`src/rtl/btn_conditioner_pkg.sv`:
```
// Shared definitions for the push-button front end: per-bit debounce FSM
// encoding and the board button index map.
package btn_conditioner_pkg;

  // Debounce FSM: two stable states and two counting states between them.
  typedef enum logic [1:0] {
    REL    = 2'd0,  // stable released
    CNT_UP = 2'd1,  // qualifying a press
    PRS    = 2'd2,  // stable pressed
    CNT_DN = 2'd3   // qualifying a release
  } btn_state_e;

  // Bit positions of the board buttons within btn_raw / btn_level / strobes.
  localparam int BTN_C = 0;
  localparam int BTN_L = 1;
  localparam int BTN_R = 2;
  localparam int BTN_U = 3;
  localparam int BTN_D = 4;

endpackage

```
`src/rtl/btn_debounce.sv`:
```
// Single-button conditioner: 2-FF synchroniser, stability counter and FSM.
// Produces a registered debounced level plus one-cycle press/release strobes.
module btn_debounce
  import btn_conditioner_pkg::*;
#(
  parameter int DEBOUNCE_CYCLES = 1_000_000,
  parameter int CNT_W           = 20
) (
  input  logic clk,
  input  logic rst,
  input  logic btn_raw,
  output logic btn_level,
  output logic btn_press,
  output logic btn_release
);

  // Count value at which the current cycle completes the stable window.
  localparam logic [CNT_W-1:0] CNT_LAST = CNT_W'(DEBOUNCE_CYCLES - 1);
  localparam logic [CNT_W-1:0] CNT_ONE  = CNT_W'(1);

  logic             r_sync1;
  logic             r_sync2;
  btn_state_e       r_state;
  logic [CNT_W-1:0] r_cnt;
  logic             r_level;
  logic             r_press;
  logic             r_release;

  btn_state_e       w_state_next;
  logic [CNT_W-1:0] w_cnt_next;
  logic             w_level_next;
  logic             w_press_next;
  logic             w_release_next;

  // Bring the asynchronous pin into the clk domain; only r_sync2 is used.
  always_ff @(posedge clk) begin
    if (rst) begin
      r_sync1 <= 1'b0;
      r_sync2 <= 1'b0;
    end else begin
      r_sync1 <= btn_raw;
      r_sync2 <= r_sync1;
    end
  end

  // Next-state logic: a transition must survive a full window of stable
  // samples; any sample back at the old value aborts and clears the count.
  always_comb begin
    w_state_next   = r_state;
    w_cnt_next     = r_cnt;
    w_level_next   = r_level;
    w_press_next   = 1'b0;
    w_release_next = 1'b0;
    case (r_state)
      REL: begin
        if (r_sync2) begin
          w_state_next = CNT_UP;
          w_cnt_next   = CNT_ONE;
        end
      end
      CNT_UP: begin
        if (!r_sync2) begin
          w_state_next = REL;
          w_cnt_next   = '0;
        end else if (r_cnt == CNT_LAST) begin
          w_state_next = PRS;
          w_cnt_next   = '0;
          w_level_next = 1'b1;
          w_press_next = 1'b1;
        end else begin
          w_cnt_next = r_cnt + CNT_ONE;
        end
      end
      PRS: begin
        if (!r_sync2) begin
          w_state_next = CNT_DN;
          w_cnt_next   = CNT_ONE;
        end
      end
      CNT_DN: begin
        if (r_sync2) begin
          w_state_next = PRS;
          w_cnt_next   = '0;
        end else if (r_cnt == CNT_LAST) begin
          w_state_next   = REL;
          w_cnt_next     = '0;
          w_level_next   = 1'b0;
          w_release_next = 1'b1;
        end else begin
          w_cnt_next = r_cnt + CNT_ONE;
        end
      end
      default: begin
        w_state_next = REL;
        w_cnt_next   = '0;
      end
    endcase
  end

  // FSM, counter and output registers; reset discards any partial count.
  always_ff @(posedge clk) begin
    if (rst) begin
      r_state   <= REL;
      r_cnt     <= '0;
      r_level   <= 1'b0;
      r_press   <= 1'b0;
      r_release <= 1'b0;
    end else begin
      r_state   <= w_state_next;
      r_cnt     <= w_cnt_next;
      r_level   <= w_level_next;
      r_press   <= w_press_next;
      r_release <= w_release_next;
    end
  end

  assign btn_level   = r_level;
  assign btn_press   = r_press;
  assign btn_release = r_release;

endmodule

```
`src/rtl/btn_conditioner.sv`:
```
// Push-button front end: one independent debounce channel per button.
module btn_conditioner
  import btn_conditioner_pkg::*;
#(
  parameter int N_BTN           = 5,
  parameter int DEBOUNCE_CYCLES = 1_000_000,
  parameter int CNT_W           = 20
) (
  input  logic             clk,
  input  logic             rst,
  input  logic [N_BTN-1:0] btn_raw,
  output logic [N_BTN-1:0] btn_level,
  output logic [N_BTN-1:0] btn_press,
  output logic [N_BTN-1:0] btn_release
);

  // Channels share nothing but clock and reset.
  generate
    for (genvar gi = 0; gi < N_BTN; gi++) begin : g_btn
      btn_debounce #(
        .DEBOUNCE_CYCLES (DEBOUNCE_CYCLES),
        .CNT_W           (CNT_W)
      ) u_debounce (
        .clk         (clk),
        .rst         (rst),
        .btn_raw     (btn_raw[gi]),
        .btn_level   (btn_level[gi]),
        .btn_press   (btn_press[gi]),
        .btn_release (btn_release[gi])
      );
    end
  endgenerate

endmodule

```
`config.mk`:
```
export PLATFORM = sky130hd
export DESIGN_NAME = btn_conditioner
export DESIGN_NICKNAME = d
export VERILOG_FILES = /design/src/rtl/btn_conditioner_pkg.sv /design/src/rtl/btn_debounce.sv /design/src/rtl/btn_conditioner.sv
export SDC_FILE = /design/constraint.sdc
export NUM_CORES = 1
export LEC_CHECK = 0
export ABC_AREA = 1
export CORE_ASPECT_RATIO = 0.75
export CORE_MARGIN = 2
export CORE_UTILIZATION = 30
export CTS_CLUSTER_SIZE = 14
export DETAILED_ROUTE_END_ITERATION = 10
export GPL_TIMING_DRIVEN = 0
export HOLD_SLACK_MARGIN = 0.12
export SETUP_SLACK_MARGIN = 0.5
export SYNTH_ARGS = -nofsm -noshare
export SYNTH_HDL_FRONTEND = slang
export SYNTH_SLANG_ARGS = --single-unit
```
`constraint.sdc`:
```
create_clock -name clk -period 2 [get_ports clk]
set_clock_uncertainty 0.05 [all_clocks]
set_input_delay 0.4 -clock clk [delete_from_list [all_inputs] [get_ports clk]]
set_output_delay 0.4 -clock clk [all_outputs]
set_load 0.02 [all_outputs]
```
==> results of run 1 <==
==> power by group through the flow <==
| stage | registers [W] | clock network [W] | logic, W |
|---|---|---|---|
| final | 0.00271 | 0.00309 | 0.000333 |
| after floorplan | 0.00279 | 0 | 0.000146 |
| after CTS | 0.00273 | 0.00313 | 0.000288 |
| after detailed placement | 0.00280 | 0 | 0.000237 |
| after global routing | 0.00271 | 0.00325 | 0.000360 |
| after global placement | 0.00280 | 0 | 0.000237 |
==> worst max-delay path: stages, from the launching register on <==
cell	delay (ps)
dfxtp_4	370
ha_4	150
nor3b_4	260
buf_4	170
nand4_1	130
or2_4	310
nor3_4	130
==> state kept, by name, indices dropped and copies added, names as in the netlist, named ones only <==
name,cells
g_btn.u_debounce.btn_level,5
g_btn.u_debounce.btn_press,5
g_btn.u_debounce.btn_release,5
g_btn.u_debounce.r_cnt,100
g_btn.u_debounce.r_state,5
g_btn.u_debounce.r_sync1,5
g_btn.u_debounce.r_sync2,5
==> layer usage <==
layer / part of all wire (%) / vias to the layer above
li1: - / 3916
met1: 50 / 3673
met2: 45 / 167
met3: 4.0 / 20
met4: 1.2 / 0
met5: 0 / -
==> metrics by stage <==
stage | area, sq um | setup WS (ps)
2_1_floorplan | 7590 | 481
3_3_place_gp | 8210 | -144
3_5_place_dp | 8210 | -164
4_1_cts | 9660 | 302
5_1_grt | 10600 | 287
6_report | 10600 | 350
==> kinds of logic after synthesis <==
kind of cell / count (synthesis) / synth area share, %
and+or+nand+nor: 686 / 40.3
xor gates and xnor gates: 23 / 2.68
adders and majority gates: 5 / 0.831
buffers and inverters: 172 / 9.94
DFF: 135 / 35.9
AOI/OAI and AO/OA: 144 / 10.4
==> synth_stat cells, types with 5 or more instances <==
library cell	number
nand2_1	335
nor2_1	178
dfxtp_1	135
inv_1	119
a21oi_1	83
nand3_1	82
o21ai_0	31
nand4_1	19
buf_4	16
xor2_1	16
clkbuf_1	14
nor3_1	11
nor2_2	9
nand3_2	8
o22ai_1	8
inv_2	7
nand2_2	7
nand3b_1	7
nor2_4	7
xnor2_1	7
buf_2	6
or2_2	6
ha_1	5
nand2_4	5
o21bai_1	5
==> area by class of cell <==
class / instances / area, sq um
Timing Repair Buffer: 84 / 781
Clock buffer: 19 / 443
Sequential cell: 135 / 2840
Fill cell: 2497 / 14200
Inverter: 131 / 543
Multi-Input combinational cell: 858 / 5160
Clock inverter: 13 / 121
Buffer: 41 / 307
Tap cell: 338 / 423
==> worst max path at each step <==
stage | from | endpoint | slack [ps] | depth (start not counted)
after floorplan | g_btn[3].u_debounce.r_cnt[1] | g_btn[3].u_debounce.r_cnt[3] | 480 | 9
final | g_btn[0].u_debounce.r_cnt[0] | g_btn[0].u_debounce.btn_release | 350 | 6
after global routing | g_btn[0].u_debounce.r_cnt[1] | g_btn[0].u_debounce.btn_release | 290 | 6
after CTS | g_btn[3].u_debounce.btn_level | btn_level[3] | 300 | 2
after global placement | rst | g_btn[4].u_debounce.r_sync2 | -140 | 4
after detailed placement | rst | g_btn[4].u_debounce.r_sync2 | -160 | 4
==> repair_timing <==
item	in CTS	in global routing
endpoints found under the setup margin	145	135
buffers inserted	36	24
pin swaps	46	85
gates cloned	3	1
resized for setup	250	246
==> cell usage in the layout (no fill, tap or decap), types with 25 or more instances in the layout <==
cell type,netlist,final
nor2_2,9,34
nand2_1,335,292
dfxtp_1,135,72
a21oi_2,1,28
inv_1,119,109
nor2_1,178,116
nor2_4,7,44
buf_6,4,25
nand3_1,82,53
dfxtp_2,0,41
nand3_2,8,26
nand2_2,7,31
buf_4,16,60
a21oi_1,83,55
==> flow_summary.toml, run 1 <==
[timing]
finalHoldViolCount = 0
setup_viol = 0
tns_ps = 0
slew_headroom_pct = 51.2
fin_crit_ps = 1650
tightest_slew_ps = 732
clock.fmax_ghz = 0.606
hold_slack_ps = 353
period_share_pct = 82.5
slew_violations = 0
rsz0062_at_grt = "true"

[clock_network]
cts_tree = "yes"
clock_path_buffers = 2
htreeDepth = 4
clk_latency_ps = 430
cts.clk_slew.worst_paths_ps = 60
ctsRootBufferMaster = "clkbuf_16"
holdBufCountCts = 0
numCtsBuffers = 17
cts.sinks = 135

[global_route]
grt_pass1_vias = 6966
busiest_layer = "met2"
grt_use_met2_pct = 25.5
gr-total-overflow = 0
met3_usage_pct = 3.41
use_met1_pct = 23.9
grt.total_usage_pct = 16.6
antenna_found_initial = 0
grt_pass1_wl_microns = 35400
grt_max_degree = 17

[synth]
synth_warnings = 0
syn_area_per_cell_sq_um = 6.46
synth_seq_cells = 135
synth_nets = 1177
ys_async_sr_fraction_pct = 0
synth_enable_flop_cells = 0
synth_area_leader_cell = "dfxtp_1"
syn_area_sq_um = 7530
ys_types = 46
synth-main-ff-cell = "dfxtp_1"
synthCells = 1165
synthDominantCellAreaShare_pct = 35.9
ys_seq_area_share_pct = 35.9
synth.area.top_cells = "dfxtp_1 (36%), nand2_1 (17%), nor2_1 (8.9%), inv_1 (5.9%), a21oi_1 (5.5%)"

[placement]
place_hpwl_microns = 14200
portBuffers = 20
globalplace.congestion = 0.866
dpl.cell_count = 1523

[setup_path]
ff2ff_path_depth = 6
worst-setup-path-type = "reg2reg"
crit_required_ps = 2300
rr_startpoint = "g_btn[0].u_debounce.r_cnt[0]"
cp-end-kind = "register"
critPathMaxFanout = 4
cp.arrival_ps = 1950
r2r_slack_ps = 350
startpoint_type = "register"
r2r_end = "g_btn[0].u_debounce.btn_release"

[min_path]
hold_path.class = "reg2reg"
hold-path-cell-count = 2
hp-start = "g_btn[1].u_debounce.r_sync1"
min_to = "g_btn[1].u_debounce.r_sync2"

[floorplan]
start_util_pct = 30.3
die_x_microns = 187
rows = 50
die_h_microns = 141
io_pins = 22
die_area_sq_um = 26400
core_area_sq_um = 24800

[power]
ir_drop_mv = 0.519
p_int_w = 0.00455
p_clk_share_pct = 50.3
total_power_w = 0.00613
switching_power_w = 0.00158
comb_power_share_pct = 5.4
swShare_pct = 25.8
p_leak_nw = 3.87
seq_power_share_pct = 44.2
cellPowerDensity_nw_per_um2 = 578

[finish]
areaGrowthSynthToFinish_pct = 41.0
drive_above_1_share_pct = 36.8
num_antenna_cells = 0
final_nets = 1280
stdcell_count = 1619
final_core_util_pct = 42.7

[routing]
firstDrtPassIters = 5
vias = 7776
viasPerCell = 4.80
wl_microns = 22600
wl_per_cell_microns = 13.9
drc = 0
drt_iter0_drc = 620
ant_nets = 0

[flow_run]
cap_violations = 0

[run_status]
status = "finished clean"
(Power assumes the default switching activity.)
==> run 2, diff against run 1 <==
==> constraint.sdc (replaced) <==
create_clock -name clk -period 1.5 [get_ports clk]
set_clock_uncertainty 0.05 [all_clocks]
set_input_delay 0.3 -clock clk [delete_from_list [all_inputs] [get_ports clk]]
set_output_delay 0.3 -clock clk [all_outputs]
set_load 0.02 [all_outputs]
==> run 2 against run 1 <==
Sequential power grew 33%. Combinational power grew 49%. Worst hold slack lost 89 ps. Register-to-register slack lost 480 ps. Critical path type unchanged. Largest power group unchanged. The flow now finishes with violations (setup timing).
==> flow_summary.toml, run 2 (same netlist as run 1, synthesis figures left out) <==
[run_status]
status = "complete, but fails checks"
violations = "setup timing"

[setup_path]
crit_required_ps = 1720
rr_startpoint = "g_btn[3].u_debounce.r_cnt[1]"
startpoint_type = "register"
crit_chain = "ha_4, nand2_4, nor3_4, nand3_2, nand2_4, inv_6, clkbuf_16, nand3_2, a21oi_2"
cp.arrival_ps = 1850
r2r_slack_ps = -130
cp-end-kind = "register"
critPathSlowestCell = "dfxtp_4"
critPathMaxFanout = 6
max_stage_delay_ps = 360
ff2ff_path_depth = 9
r2r_end = "g_btn[3].u_debounce.r_cnt[8]"
worst-setup-path-type = "reg2reg"

[routing]
viasPerCell = 4.80
drc = 0
wl_microns = 23600
drt_iter0_drc = 607
ant_nets = 0
vias = 7976
wl_per_cell_microns = 14.2
firstDrtPassIters = 5

[clock_network]
holdBufCountCts = 0
numCtsBuffers = 17
clk_latency_ps = 430
cts.sinks = 135
htreeDepth = 4
cts_tree = "yes"
clock_path_buffers = 2
cts.clk_slew.worst_paths_ps = 60
ctsRootBufferMaster = "clkbuf_16"

[floorplan]
core_area_sq_um = 24800
die_x_microns = 187
rows = 50
io_pins = 22
die_area_sq_um = 26400
start_util_pct = 30.3
die_h_microns = 141

[finish]
fillers = 2352
top_register = "g_btn.u_debounce.r_cnt"
stdcell_count = 1661
drive_above_1_share_pct = 47.5
largest_reg_flops = 100
num_antenna_cells = 0
final_common_cell = "nand2_1"
areaGrowthSynthToFinish_pct = 55.6
final_cell_mix = "nand2_1 (257), nor2_1 (105), inv_1 (101), buf_6 (70), buf_4 (63)"
final_nets = 1322

[timing]
clock.fmax_ghz = 0.613
slew_headroom_pct = 39.0
layout_setup_ws_ps = -131
finalHoldViolCount = 0
setup_viol = 70
rsz0062_at_grt = "true"
fin_crit_ps = 1630
tns_ps = -4260
period_share_pct = 109
slew_violations = 0
tightest_slew_ps = 915

[flow_run]
cap_violations = 0

[power]
p_int_w = 0.00601
swShare_pct = 25.8
switching_power_w = 0.00209
cellPowerDensity_nw_per_um2 = 691
comb_power_share_pct = 6.1
p_clk_share_pct = 49.3
seq_power_share_pct = 44.5
ir_drop_mv = 0.829
p_leak_nw = 4.41

[min_path]
hp-start = "rst"
hold-path-cell-count = 3
hold_path.class = "in2reg"
min_to = "g_btn[3].u_debounce.r_cnt[16]"

[global_route]
antenna_found_initial = 0
gr-total-overflow = 0
grt_pass1_wl_microns = 36100
grt_max_degree = 17
grt_pass1_vias = 7138
grt.total_usage_pct = 17.0

[placement]
globalplace.congestion = 0.881
dpl.cell_count = 1523
place_hpwl_microns = 14000
portBuffers = 20
pre_cts_ws_ps = -328
run 2: changes by cell type in the layout (fill, tap and decap cells not counted), sizes merged:
cell,before,now
clkbuf,34,33
buf,105,144
clkinv,9,13
clkinvlp,2,4
inv,132,129
nand2,347,348
run 2: worst max path at each step:
| stage | startpoint | end | slack, ps | depth (start not counted) |
|---|---|---|---|---|
| 6_report | g_btn[3].u_debounce.r_cnt[1] | g_btn[3].u_debounce.r_cnt[8] | -130 | 9 |
| 5_1_grt | g_btn[4].u_debounce.r_cnt[1] | g_btn[4].u_debounce.r_cnt[18] | -190 | 10 |
| 4_1_cts | g_btn[1].u_debounce.r_cnt[0] | g_btn[1].u_debounce.btn_release | -100 | 8 |
| 3_5_place_dp | rst | g_btn[4].u_debounce.r_cnt[3] | -330 | 5 |
| 3_3_place_gp | rst | g_btn[0].u_debounce.r_cnt[14] | -290 | 5 |
| 2_1_floorplan | g_btn[3].u_debounce.r_cnt[1] | g_btn[3].u_debounce.r_cnt[1] | -1 | 9 |
run 2: routing by layer:
metal  track usage [%]  part of all wire [%]  vias up
met1              22.4                    45     3764
met3              3.16                   4.0       33
met5                 0                     0        -
met2              28.5                    49      173
li1                  -                     -     4006
met4              4.43                   1.7        0
run 2: final cells by class:
type                            count  area [sq um]  area share (%)
Tap cell                          338           423            3.61
Inverter                          131           564            4.82
Multi-Input combinational cell    859          5660            48.3
Sequential cell                   135          2890            24.6
Buffer                             41           363            3.10
Clock buffer                       17           425            3.63
Timing Repair Buffer              124          1260            10.8
Timing Repair inverter              1          11.3          0.0961
Clock inverter                     15           129            1.10
run 2: power by group through the flow:
| stage | Clock, W | Combinational, W | Sequential, W |
|---|---|---|---|
| 4_1_cts | 0.00407 | 0.000438 | 0.00363 |
| 6_report | 0.00400 | 0.000495 | 0.00361 |
| 3_3_place_gp | 0 | 0.000341 | 0.00373 |
| 5_1_grt | 0.00425 | 0.000531 | 0.00361 |
| 3_5_place_dp | 0 | 0.000344 | 0.00373 |
| 2_1_floorplan | 0 | 0.000217 | 0.00372 |
run 2: timing repair:
item,CTS,global route
gates cloned,5,2
resized for setup,379,215
setup endpoints to repair,150,140
pin swaps,68,90
setup buffers,67,32
endpoints found under the hold margin,0,0
run 2: critical path, delay by kind of cell, from the launching register on:
family,cells,cell delay (ps)
simple gates,5,620
flops,1,360
buf+inv,2,240
fa+ha+maj,1,140
compound gates,1,50
run 2: per-stage QoR:
step	power, W	hold WS (ps)	utilization, %	instance area, sq um
finish	0.00810	264	47.2	11700
global route	0.00839	264	47.2	11700
CTS	0.00814	255	42.8	10600
detailed placement	0.00407	338	34.5	8560
global placement	0.00407	336	34.5	8560
floorplan	0.00393	331	-	7940
==> run 3, diff against run 2 <==
==> constraint.sdc (replaced) <==
create_clock -name clk -period 1.72 [get_ports clk]
set_clock_uncertainty 0.05 [all_clocks]
set_input_delay 0.344 -clock clk [delete_from_list [all_inputs] [get_ports clk]]
set_output_delay 0.344 -clock clk [all_outputs]
set_load 0.02 [all_outputs]
==> run 3 against run 2 <==
The flow now finishes without violations. First-iteration DRC count shrank 4.0%. Core utilization is essentially flat. Cell count shrank 0.18%. Maximum frequency grew 0.43%. Non-clock buffer count shrank 3. Critical path depth shrank 1. Global-route usage is essentially flat. Combinational power shrank 12%. Flip-flop and latch count is the same. Design area is essentially flat. Sequential power shrank 13%. Clock power shrank 2%. Critical path type unchanged. Largest cell class unchanged.
==> flow_summary.toml, run 3 (same netlist as run 1, synthesis figures left out) <==
[floorplan]
die_area_sq_um = 26400
core_area_sq_um = 24800
io_pins = 22
start_util_pct = 30.3
rows = 50
die_h_microns = 141
die_x_microns = 187

[routing]
firstDrtPassIters = 5
ant_nets = 0
wl_per_cell_microns = 14.2
wl_microns = 23600
drt_iter0_drc = 583
viasPerCell = 4.84
drc = 0
vias = 8018

[finish]
final_cell_mix = "nand2_1 (260), nor2_1 (104), inv_1 (101), buf_4 (69), dfxtp_1 (66)"
final_nets = 1319
top_register = "g_btn.u_debounce.r_cnt"
final_core_util_pct = 47.2
largest_reg_flops = 100
stdcell_count = 1658
final_common_cell = "nand2_1"
num_antenna_cells = 0
drive_above_1_share_pct = 45.5
areaGrowthSynthToFinish_pct = 55.7

[global_route]
antenna_found_initial = 0
grt_pass1_wl_microns = 36300
grt_pass1_vias = 7225
grt.total_usage_pct = 16.9
grt_max_degree = 17
gr-total-overflow = 0

[clock_network]
holdBufCountCts = 0
htreeDepth = 4
numCtsBuffers = 17
cts_tree = "yes"
cts.clk_slew.worst_paths_ps = 60
clock_path_buffers = 2
cts.sinks = 135
ctsRootBufferMaster = "clkbuf_16"
clk_latency_ps = 440

[setup_path]
cp.arrival_ps = 1860
worst-setup-path-type = "reg2reg"
max_stage_delay_ps = 370
crit_chain = "ha_4, nand2_4, nor3_4, nand3_2, nand2_4, buf_12, buf_4, a211oi_1"
critPathMaxFanout = 7
cp-end-kind = "register"
startpoint_type = "register"
cpMostUsedCell = "nand2_4"
critPathSlowestCell = "dfxtp_4"
crit_required_ps = 1950

[flow_run]
cap_violations = 0

[run_status]
status = "finished clean"

[placement]
globalplace.congestion = 0.874
pre_cts_ws_ps = -290
place_hpwl_microns = 14100
dpl.cell_count = 1523
portBuffers = 20

[min_path]
hold_path.class = "in2reg"

[power]
cellPowerDensity_nw_per_um2 = 642
p_leak_nw = 4.47
ir_drop_mv = 0.800

[timing]
slew_headroom_pct = 45.9
rsz0062_at_grt = "true"
layout_setup_ws_ps = 95.8
finalHoldViolCount = 0
hold_slack_ps = 292
clock.fmax_ghz = 0.616
fin_crit_ps = 1620
setup_viol = 0
tightest_slew_ps = 812
period_share_pct = 94.4
slew_violations = 0
run 3: cell types whose count changed in the layout (fill, tap and decap cells not counted), sizes merged:
cell      delta
clkinv       -2
bufinv       +3
clkinvlp     -1
inv          -2
clkbuf       +1
buf          -2
run 3: path summary, 6_finish.rpt:
kind                                      from                             end  slack [ps]  cells past startpoint
hold reg to reg    g_btn[1].u_debounce.r_sync1     g_btn[1].u_debounce.r_sync2         350                      2
setup reg to reg  g_btn[3].u_debounce.r_cnt[0]  g_btn[3].u_debounce.r_state[0]         100                      8
setup / recovery  g_btn[3].u_debounce.r_cnt[0]  g_btn[3].u_debounce.r_state[0]         100                      8
hold / removal                             rst   g_btn[3].u_debounce.r_cnt[16]         290                      3
run 3: metrics by stage:
stage	cell area (sq um)	total power, W	setup TNS, ps
detailed placement	8460	0.00354	-7180
global placement	8460	0.00354	-8070
finish	11700	0.00753	0
floorplan	7840	0.00342	0
CTS	10500	0.00751	0
global route	11700	0.00775	0
run 3: repair_timing:
action,CTS,global route
pin swaps,71,97
setup buffers,63,34
endpoints found under the setup margin,149,141
cloned,5,1
gates resized for setup,352,254
run 3: area by class of cell:
class | count | area (sq um)
repair inverters | 1 | 11.3
fillers | 2336 | 13100
clock inverters | 13 | 180
multi-input cells | 859 | 5670
repair buffers | 121 | 1220
clock buffers | 19 | 443
flip-flops and latches | 135 | 2850
well taps | 338 | 423
inverters | 131 | 571
plain buffers | 41 | 352
run 3: worst max-delay path, delay by kind of cell (launching register included):
| kind | cells | cell delay, ps |
|---|---|---|
| flops | 1 | 370 |
| buf+inv | 2 | 260 |
| compound gates | 1 | 60 |
| fa+ha+maj | 1 | 150 |
| simple gates | 4 | 590 |
run 3: report_power, final:
group	internal (W)	leakage, nW	total [W]	switching [W]
clock	0.00246	0.299	0.00394	0.00149
sequential	0.00312	1.13	0.00315	0.0000300
combinational	0.000148	3.04	0.000438	0.000290
total	0.00572	4.47	0.00753	0.00181
run 3: layer usage:
metal	GRT usage (%)	wire length (microns)	vias to the layer above
met5	0	0	-
met4	5.76	433	0
met3	4.08	932	32
met2	25.4	11100	154
met1	23.8	11200	3831
li1	-	-	4001
